$ cat src/rtl/mdu_pkg.sv
// Shared definitions for the HI/LO multiply unit: operation codes, FSM states
// and small operation-class helpers.
package mdu_pkg;

  typedef enum logic [2:0] {
    OP_MULT  = 3'd0,
    OP_MULTU = 3'd1,
    OP_MUL   = 3'd2,
    OP_MADD  = 3'd3,
    OP_MTHI  = 3'd4,
    OP_MTLO  = 3'd5
  } mdu_op_e;

  typedef enum logic [1:0] {
    IDLE = 2'd0,
    ITER = 2'd1,
    FIN  = 2'd2
  } mdu_state_e;

  function automatic logic is_iter_op(input logic [2:0] op);
    return (op == OP_MULT) || (op == OP_MULTU) || (op == OP_MUL) || (op == OP_MADD);
  endfunction

  function automatic logic is_signed_op(input logic [2:0] op);
    return (op == OP_MULT) || (op == OP_MUL) || (op == OP_MADD);
  endfunction

endpackage

$ cat src/rtl/hilo_mult_unit_if.sv
// Request/result bundle between the pipeline (master) and the multiply unit (slave).
// Handshake: a request is taken on a rising edge where start=1, ready=1, cancel=0;
// done pulses for one cycle per completed op and never back-pressures.
interface hilo_mult_unit_if #(
  parameter int DATA_W = 32
);
  import mdu_pkg::*;

  logic              start;
  logic [2:0]        op;
  logic [DATA_W-1:0] opA;
  logic [DATA_W-1:0] opB;
  logic              cancel;
  logic              ready;
  logic              busy;
  logic              done;
  logic [DATA_W-1:0] mulOut;
  logic [DATA_W-1:0] HI_out;
  logic [DATA_W-1:0] LO_out;
  mdu_state_e        dbg_state;

  modport master (
    output start, op, opA, opB, cancel,
    input  ready, busy, done, mulOut, HI_out, LO_out, dbg_state
  );

  modport slave (
    input  start, op, opA, opB, cancel,
    output ready, busy, done, mulOut, HI_out, LO_out, dbg_state
  );

endinterface

$ cat src/rtl/mult_iter_datapath.sv
// Radix-2 shift-add multiplier core on unsigned magnitudes, one multiplier bit
// per step, with the step counter that paces the iteration.
module mult_iter_datapath #(
  parameter int DATA_W    = 32,
  parameter int ITER_BITS = $clog2(DATA_W) + 1
) (
  input  logic                  clk,
  input  logic                  rst,
  input  logic                  load,
  input  logic                  step,
  input  logic                  clear,
  input  logic [DATA_W-1:0]     mag_a,
  input  logic [DATA_W-1:0]     mag_b,
  output logic [2*DATA_W-1:0]   product,
  output logic                  last
);

  logic [2*DATA_W-1:0] acc_q, acc_d;
  logic [DATA_W-1:0]   mcand_q, mcand_d;
  logic [ITER_BITS-1:0] cnt_q, cnt_d;
  logic [DATA_W:0]     sum;

  // Upper half accumulates the partial sum, lower half holds the unconsumed
  // multiplier bits; each step shifts both right by one.
  always_comb begin
    sum     = {1'b0, acc_q[2*DATA_W-1:DATA_W]} +
              (acc_q[0] ? {1'b0, mcand_q} : {(DATA_W+1){1'b0}});
    acc_d   = acc_q;
    mcand_d = mcand_q;
    cnt_d   = cnt_q;
    if (load) begin
      acc_d   = {{DATA_W{1'b0}}, mag_b};
      mcand_d = mag_a;
      cnt_d   = '0;
    end else if (step) begin
      acc_d = {sum, acc_q[DATA_W-1:1]};
      cnt_d = cnt_q + ITER_BITS'(1);
    end else if (clear) begin
      cnt_d = '0;
    end
  end

  always_ff @(posedge clk) begin
    if (rst) begin
      acc_q   <= '0;
      mcand_q <= '0;
      cnt_q   <= '0;
    end else begin
      acc_q   <= acc_d;
      mcand_q <= mcand_d;
      cnt_q   <= cnt_d;
    end
  end

  assign product = acc_q;
  assign last    = (cnt_q == ITER_BITS'(DATA_W - 1));

endmodule

$ cat src/rtl/hilo_mult_unit.sv
// Iterative MIPS-style multiply unit owning the architectural HI/LO registers:
// FSM, operand sign handling and result commit around the shift-add core.
module hilo_mult_unit
  import mdu_pkg::*;
#(
  parameter int DATA_W    = 32,
  parameter int ITER_BITS = $clog2(DATA_W) + 1
) (
  input  logic             Clk,
  input  logic             Rst,
  hilo_mult_unit_if.slave  bus
);

  mdu_state_e          state_q, state_d;
  logic [2:0]          op_q, op_d;
  logic                neg_q, neg_d;
  logic [DATA_W-1:0]   hi_q, hi_d, lo_q, lo_d, mul_q, mul_d;
  logic                done_q, done_d;

  logic                ready, busy, accept, load, step, clear, last;
  logic [DATA_W-1:0]   mag_a, mag_b;
  logic [2*DATA_W-1:0] product, result;

  assign accept = bus.start && ready && !bus.cancel;

  always_ff @(posedge Clk) begin
    if (Rst) state_q <= IDLE;
    else     state_q <= state_d;
  end

  always_comb begin
    state_d = state_q;
    case (state_q)
      IDLE:    if (accept && is_iter_op(bus.op)) state_d = ITER;
      ITER:    if (bus.cancel) state_d = IDLE;
               else if (last) state_d = FIN;
      FIN:     state_d = IDLE;
      default: state_d = IDLE;
    endcase
  end

  always_comb begin
    ready = (state_q == IDLE);
    busy  = (state_q == ITER) || (state_q == FIN);
    load  = ready && accept && is_iter_op(bus.op);
    step  = (state_q == ITER);
    clear = (state_q != ITER);
  end

  // Magnitudes stay DATA_W-bit unsigned so the most-negative operand maps to 2^(DATA_W-1).
  always_comb begin
    mag_a = (is_signed_op(bus.op) && bus.opA[DATA_W-1]) ? -bus.opA : bus.opA;
    mag_b = (is_signed_op(bus.op) && bus.opB[DATA_W-1]) ? -bus.opB : bus.opB;
  end

  mult_iter_datapath #(
    .DATA_W    (DATA_W),
    .ITER_BITS (ITER_BITS)
  ) u_dp (
    .clk     (Clk),
    .rst     (Rst),
    .load    (load),
    .step    (step),
    .clear   (clear),
    .mag_a   (mag_a),
    .mag_b   (mag_b),
    .product (product),
    .last    (last)
  );

  always_comb begin
    result = neg_q ? -product : product;
    op_d   = load ? bus.op : op_q;
    neg_d  = load ? (is_signed_op(bus.op) && (bus.opA[DATA_W-1] ^ bus.opB[DATA_W-1])) : neg_q;
    hi_d   = hi_q;
    lo_d   = lo_q;
    mul_d  = mul_q;
    done_d = 1'b0;
    if (ready && accept) begin
      case (bus.op)
        OP_MTHI: begin hi_d = bus.opA; done_d = 1'b1; end
        OP_MTLO: begin lo_d = bus.opA; done_d = 1'b1; end
        default: ;
      endcase
    end
    if ((state_q == FIN) && !bus.cancel) begin
      done_d = 1'b1;
      case (op_q)
        OP_MULT, OP_MULTU: {hi_d, lo_d} = result;
        OP_MADD:           {hi_d, lo_d} = {hi_q, lo_q} + result;
        OP_MUL:            mul_d = result[DATA_W-1:0];
        default: ;
      endcase
    end
  end

  always_ff @(posedge Clk) begin
    if (Rst) begin
      op_q   <= '0;
      neg_q  <= 1'b0;
      hi_q   <= '0;
      lo_q   <= '0;
      mul_q  <= '0;
      done_q <= 1'b0;
    end else begin
      op_q   <= op_d;
      neg_q  <= neg_d;
      hi_q   <= hi_d;
      lo_q   <= lo_d;
      mul_q  <= mul_d;
      done_q <= done_d;
    end
  end

  assign bus.ready     = ready;
  assign bus.busy      = busy;
  assign bus.done      = done_q;
  assign bus.mulOut    = mul_q;
  assign bus.HI_out    = hi_q;
  assign bus.LO_out    = lo_q;
  assign bus.dbg_state = state_q;

endmodule

$ cat src/flat_wrapper.sv
// flat-port wrapper written by rule: the top's interface ports become plain ports
module hilo_mult_unit_flat import mdu_pkg::*;
#(
  parameter int DATA_W    = 32,
  parameter int ITER_BITS = $clog2(DATA_W) + 1
)
  (Clk, Rst, bus_start, bus_op, bus_opA, bus_opB, bus_cancel, bus_ready, bus_busy, bus_done, bus_mulOut, bus_HI_out, bus_LO_out, bus_dbg_state);
  hilo_mult_unit_if #(.DATA_W(DATA_W)) bus_i ();
  input  logic Clk;
  input  logic Rst;
  input wire logic [$bits(bus_i.start)-1:0] bus_start;
  input wire logic [$bits(bus_i.op)-1:0] bus_op;
  input wire logic [$bits(bus_i.opA)-1:0] bus_opA;
  input wire logic [$bits(bus_i.opB)-1:0] bus_opB;
  input wire logic [$bits(bus_i.cancel)-1:0] bus_cancel;
  output wire logic [$bits(bus_i.ready)-1:0] bus_ready;
  output wire logic [$bits(bus_i.busy)-1:0] bus_busy;
  output wire logic [$bits(bus_i.done)-1:0] bus_done;
  output wire logic [$bits(bus_i.mulOut)-1:0] bus_mulOut;
  output wire logic [$bits(bus_i.HI_out)-1:0] bus_HI_out;
  output wire logic [$bits(bus_i.LO_out)-1:0] bus_LO_out;
  output wire logic [$bits(bus_i.dbg_state)-1:0] bus_dbg_state;
  assign bus_i.start = bus_start;
  assign bus_i.op = bus_op;
  assign bus_i.opA = bus_opA;
  assign bus_i.opB = bus_opB;
  assign bus_i.cancel = bus_cancel;
  assign bus_ready = bus_i.ready;
  assign bus_busy = bus_i.busy;
  assign bus_done = bus_i.done;
  assign bus_mulOut = bus_i.mulOut;
  assign bus_HI_out = bus_i.HI_out;
  assign bus_LO_out = bus_i.LO_out;
  assign bus_dbg_state = bus_i.dbg_state;
  hilo_mult_unit #(.DATA_W(DATA_W), .ITER_BITS(ITER_BITS)) u_core (.Clk(Clk), .Rst(Rst), .bus(bus_i));
endmodule
$ cat config.mk
export PLATFORM = sky130hd
export DESIGN_NAME = hilo_mult_unit_flat
export DESIGN_NICKNAME = d
export VERILOG_FILES = /design/src/rtl/mdu_pkg.sv /design/src/rtl/hilo_mult_unit_if.sv /design/src/rtl/mult_iter_datapath.sv /design/src/rtl/hilo_mult_unit.sv /design/src/flat_wrapper.sv
export SDC_FILE = /design/constraint.sdc
export NUM_CORES = 1
export LEC_CHECK = 0
export BUFFER_PORTS_ARGS = -buffer_cell sky130_fd_sc_hd__buf_2
export CORE_MARGIN = 2
export CORE_UTILIZATION = 50
export CTS_BUF_LIST = sky130_fd_sc_hd__clkbuf_4 sky130_fd_sc_hd__clkbuf_8
export CTS_CLUSTER_DIAMETER = 200
export DETAILED_ROUTE_END_ITERATION = 16
export PLACE_DENSITY = 0.76
export SETUP_SLACK_MARGIN = 0.15
export SLEW_MARGIN = 15
export SYNTH_ARGS = -nofsm -noshare
export SYNTH_HDL_FRONTEND = slang
export SYNTH_SLANG_ARGS = --single-unit
export TNS_END_PERCENT = 10
$ cat constraint.sdc
create_clock -name Clk -period 5.8 [get_ports Clk]
set_input_delay 0.58 -clock Clk [delete_from_list [all_inputs] [get_ports Clk]]
set_output_delay 0.58 -clock Clk [all_outputs]
set_load 0.05 [all_outputs]
== After elaboration in Yosys (flattened, before gate mapping) ==
Cells that the tools add are included.

* Bitwise logic cells: 1
* Add/subtract/negate cells: 6
* Reduce and logical (&&, ||, !) cells: 26
* Equality and inequality tests: 14
* Multiplexer cells: 23

{| class="wikitable"
|+ Operators by type and width
! operator !! count
|-
| two-way mux 32 bit || 11
|-
| one-hot mux 32 bit (2 select lines) || 2
|-
| adder 64 bit || 1
|-
| two-way mux 64 bit || 1
|-
| negation 32 bit || 2
|-
| negation 64 bit || 1
|-
| adder 32 x 32 -> 33 bit || 1
|-
| equality test 3 x 2 -> 1 bit, second input constant || 4
|-
| two-way mux 6 bit || 2
|-
| logical AND 1 bit || 9
|-
| adder 6 x 1 -> 6 bit, second input constant || 1
|-
| equality test 3 x 1 -> 1 bit, second input constant || 2
|-
| equality test 3 bit, second input constant || 2
|-
| equality test 6 x 5 -> 1 bit, second input constant || 1
|-
| zero test 3 bit || 2
|-
| logical OR 1 bit || 6
|-
| two-way mux 2 bit || 3
|-
| OR reduction 2 bit || 3
|-
| one-hot mux 2 bit (2 select lines) || 1
|-
| AND reduction 2 bit || 2
|-
| nonzero test 2 bit || 2
|-
| two-way mux 1 bit || 3
|-
| != test 3 bit, second input constant || 1
|-
| equality test 2 x 1 -> 1 bit, second input constant || 1
|-
| 6 further kinds || 6
|}

* Bits in registers: 205
* Word-level logic and storage cells: 81
* Output and inout port bits: 101
* Bits of input ports: 71

== Longest topological paths before layout ==
* Depth in word-level cells: 7
* Gate-level depth with buffers: 22
* Gate-level depth less buffers: 20

== By module ==
Synthesis repeated with hierarchy kept, for this count alone.

* Cell total of the unflattened synthesis: 2276
* Area, all modules: 17187.7 um^2

{| class="wikitable"
|+ Modules (own cells, without submodules)
! module !! times used !! area an instance (um^2) !! cells an instance !! seq. area each (um^2)
|-
| hilo_mult_unit || 1 || 11174.5 || 1552 || 2062.0
|-
| mult_iter_datapath || 1 || 6013.3 || 724 || 2042.0
|}

== Worst setup path before layout ==
Ideal clock, no wire load.

* Kind: flip-flop to flip-flop
* Start: register u_core.u_dp.acc_q[13], in the netlist u_core.u_dp.product[13]
* End: register u_core.hi_q[18], in the netlist u_core.bus.HI_out[18]
* Arrival time: 4.687 ns
* Period minus slack after synthesis: 4.803 ns
* Slack: 0.997 ns
* Cell stages (with the launch flop): 21
* Setup time: 0.116 ns
* Required time: 5.684 ns
* Path buffers: 1
* Cell sequence: dfxtp_1 > or4_4 > or2_2 > or4_1 > nor2_1 > nand2b_1 > o31ai_1 > xor2_1 > inv_1 > ha_1 > clkbuf_1 > and2_1 > nand4_1 > or2_2 > o31a_1 > o41ai_1 > o311a_1 > nor3_1 > xnor2_1 > a221o_1 > and3_1

* Longest elaborated chain between the ends: 5

{| class="wikitable"
|+ Ends and longest elaborated chain
! what !! line !! source
|-
| from (decl) || mult_iter_datapath.sv:18 || <nowiki>logic [2*DATA_W-1:0] acc_q, acc_d;</nowiki>
|-
| from (signal assigned) || mult_iter_datapath.sv:45 || <nowiki>acc_q <= '0;</nowiki>
|-
| from (signal assigned) || mult_iter_datapath.sv:49 || <nowiki>acc_q <= acc_d;</nowiki>
|-
| negation 64 bit || hilo_mult_unit.sv:72 || <nowiki>result = neg_q ? -product : product;</nowiki>
|-
| two-way mux 64 bit || hilo_mult_unit.sv:72 ||
|-
| named net u_core.result[28] || hilo_mult_unit.sv:22 || <nowiki>logic [2*DATA_W-1:0] product, result;</nowiki>
|-
| adder 64 bit || hilo_mult_unit.sv:90 || <nowiki>OP_MADD: {hi_d, lo_d} = {hi_q, lo_q} + result;</nowiki>
|-
| one-hot mux 32 bit (2 select lines) || hilo_mult_unit.sv:88 || <nowiki>case (op_q)</nowiki>
|-
| two-way mux 32 bit || hilo_mult_unit.sv:86 || <nowiki>if ((state_q == FIN) && !bus.cancel) begin</nowiki>
|-
| to (signal assigned) || hilo_mult_unit.sv:108 || <nowiki>hi_q <= hi_d;</nowiki>
|-
| to (decl) || hilo_mult_unit.sv:17 || <nowiki>logic [DATA_W-1:0] hi_q, hi_d, lo_q, lo_d, mul_q, mul_d;</nowiki>
|}

The timed path passes the listed nets, and every way through them passes these cells.
A chain may end at the register's enable or synchronous reset.

== Worst setup path after layout ==
Ends and elaborated chain as after synthesis.

==> results.md <==
* Post-synth EDFFs at 0
* Slew @ Worst Pin at 1250 ps
* Pre-Repair DR Iteration Count at 5
* DR vias at ~17,000
* Skew final at 20.9 ps
* CP Data Required Time at 6270 ps
* Cell count after synthesis at ~2,200
* Arrival @ worst endpoint at 5920 ps
* Hold Path Class: input pin to flip-flop
* Final Max Tran Viols at 0
* Final hold viol count at 0
* Met2 Use GR at 0.577
* Period Utilization, post-route at 0.941
* Synth unique cells at 73
* Synth Area in Compound Gates at 0.250
* Slew HR at 0.163
* Largest net degree at the start of global routing at 75
* Core region area at 32,500 um^2
* Synth warn at 0
* Initial antenna violation count at 3
* Outcome: complete, no violations
* Mux cell area share after synthesis at 0.0582
* Detailed Place HPWL at 46,900 um
* Most frequent cells in the layout: nor2_1 (240), nand2_1 (208), dfxtp_1 (204)
* GRT Max-Usage Layer: met2
* Leading area contributor after synthesis: dfxtp_1
* Sw Share at 0.342
* Most common cell after layout, fill and taps aside: nor2_1
* Post-synthesis simple-gate area fraction at 0.207
* Synthesized area at about 17,000 um^2
* Die Width at approximately 190 um
* PortBufs at about 170
* Deepest clock path buffer count at 3
* Root buffer cell: clkbuf_8
* CTS Buf Count at 40
* M1 GR Usage at 0.403
* Initial Util at 0.508
* Synth async-reset ratio at 0
* Reg clk slew, reported paths at 60 ps
* Synth Register Bits at 205
* Antenna Violating Nets Remaining at 0
* Post-synthesis net count at about 2,400
* Syn Area/Cell at 7.60 um^2
* Crit start category: flip-flop
* Worst skew pair latency at 570 ps
* Num ports at 172
* CP max FO at 8
* Post-Route WL at slightly above 60,000 um
* Unrepaired setup endpoints after global routing: yes
* Vias in the first global route at 16,600
* Dominant cells by area after synthesis: dfxtp_1 (25%), ha_1 (8.3%), xnor2_1 (6.5%)
* Net switching power figure at between 0.001 and 0.0015 W
* # DRC at 0
* Max-cap violations at 0
* Fin worst setup slack at 343 ps
* CTS tree: yes
* Clock network fraction of total power at 0.394
* Setup WS pre-CTS at 385 ps
* GR Util All Layers at 0.349
* Starting DRT DRC Count at 1,378
* GP Congestion at just under 1
* GR Overflow Total at 0
* Cts hold-fix bufs at 0
* First-pass GRT wire length at 92,800 um
* Post-synthesis adder-cell area fraction at 0.0857
* Die ar. at 34,500 um^2
* Seq/Total Area, Yosys at 0.248
* VDD IR max at about 0.00017 V
* Average wire per standard cell at 22.2 um
* Power per cell area at ~220 nW/um^2
* Met3 Use GR at 0.0790
* Largest family of logic cells by synthesized area: compound AO/OA/AOI/OAI gates
* Max Freq at 183 MHz
* Combinational share of power at 0.226
* Min cycle time layout at around 5500 ps
* Flop pwr share at 0.379
* Crit. End Element: flip-flop
* Ys flop type: dfxtp_1
* Total negative slack at 0 ps
* Layout cells sized above 1 at 0.134
* Xor/xnor share of the synthesized area at 0.110
* Die height at 186 um
* H-tree lvl count at 2
* Cell-internal power at 0.00264 W
* Pleak at between 7 and 8 nW
* Syn-to-layout area delta at 13.0%
* Drt via density at roughly 6.3
* Clock Sinks at roughly 210
* Final setup vio count at 0
* # fillers at 3,137
* Row Count at 66
* Layout net count at around 2,500
* CP Class: flip-flop to flip-flop
* Yosys top cell area share at 0.248
[sequential cells by signal, summed over array words and instances (netlist names)]
signal                count
u_core.bus.HI_out        32
u_core.bus.LO_out        32
u_core.bus.dbg_state      2
u_core.bus.done           1
u_core.bus.mulOut        32
u_core.neg_q              1
u_core.op_q               3
u_core.u_dp.cnt_q         6
u_core.u_dp.mcand_q      32
u_core.u_dp.product      64
[per-stage QoR]
step	cell area (um^2)	utilization	hold slack [ps]	std cells	total power, W
finish	18700	0.574	276	2780	0.00402
detailed placement	17800	0.548	433	2707	0.00244
CTS	18700	0.574	259	2778	0.00401
floorplan	16500	-	413	2173	0.00214
global placement	17800	0.548	427	2707	0.00242
global route	18700	0.574	300	2778	0.00416
[synthesized netlist by cell type, drive strengths merged, types with 23 or more instances]
cell,n
ha,110
and2,41
nand2,208
o31ai,29
a21oi,198
mux2i,96
nand3,35
nor2,242
o22ai,35
xnor2,122
a211oi,84
nor3,40
nand4,24
inv,60
nand2b,23
xor2,86
dfxtp,205
clkbuf,107
a31oi,26
a21o,54
o21ai,108
[cell type report]
class | count | area [um^2] | share of cell area
multi-input cells | 1790 | 11800 | 0.631
flip-flops and latches | 205 | 4110 | 0.220
repair buffers | 210 | 1150 | 0.0616
clock buffers | 61 | 758 | 0.0406
well taps | 442 | 553 | 0.0296
inverters | 60 | 225 | 0.0121
clock inverters | 10 | 87.6 | 0.00469
diodes | 2 | 5.00 | 0.000268
[power groups by stage]
stage | Sequential (W) | Clock (W) | Combinational [W]
finish | 0.00152 | 0.00158 | 0.000909
global route | 0.00153 | 0.00166 | 0.000970
CTS | 0.00152 | 0.00160 | 0.000890
detailed placement | 0.00155 | 0 | 0.000886
global placement | 0.00155 | 0 | 0.000874
floorplan | 0.00159 | 0 | 0.000551
[per-layer routing]
metal / part of all wire / vias up
met2: 0.45 / 827
met4: 0.072 / 4
li1: - / 8149
met1: 0.39 / 8212
met5: 0.00047 / -
met3: 0.086 / 232
[critical path, stage by stage (launching register included)]
cell and delay (ps):
dfxtp_1 370, or4_4 560, or2_2 310, or4_1 400, nor2_1 230, nand2b_1 130, o31ai_1 250, xor2_1 350
inv_1 90, ha_1 430, and2_1 210, nand4_1 160, o41ai_1 680, o311a_1 320, nor3_1 70, buf_4 170
xnor2_1 130, a221o_1 320, and3_1 170
[path summary, 6_finish.rpt]
kind | slack, ps | cells past startpoint | endpoint | start
max | 340 | 18 | u_core.bus.HI_out[18] | u_core.u_dp.product[13]
min | 280 | 3 | u_core.op_q[1] | bus_op[1]
max reg2reg | 340 | 18 | u_core.bus.HI_out[18] | u_core.u_dp.product[13]
min reg2reg | 440 | 1 | u_core.u_dp.cnt_q[0] | u_core.u_dp.cnt_q[0]
[cell families after synthesis]
kind of cell             count (synthesis)
AO/OA/AOI/OAI                          647
XOR/XNOR                               208
multiplexers                            96
flip-flops                             205
buffers and inverters                  178
adder cells (fa/ha/maj)                112
AND/OR/NAND/NOR                        727
[timing repair]
action,4_1_cts,5_1_grt
gates resized for setup,0,1
buffers inserted,0,0
setup endpoints to repair,0,4
(Power assumes the default switching activity.)
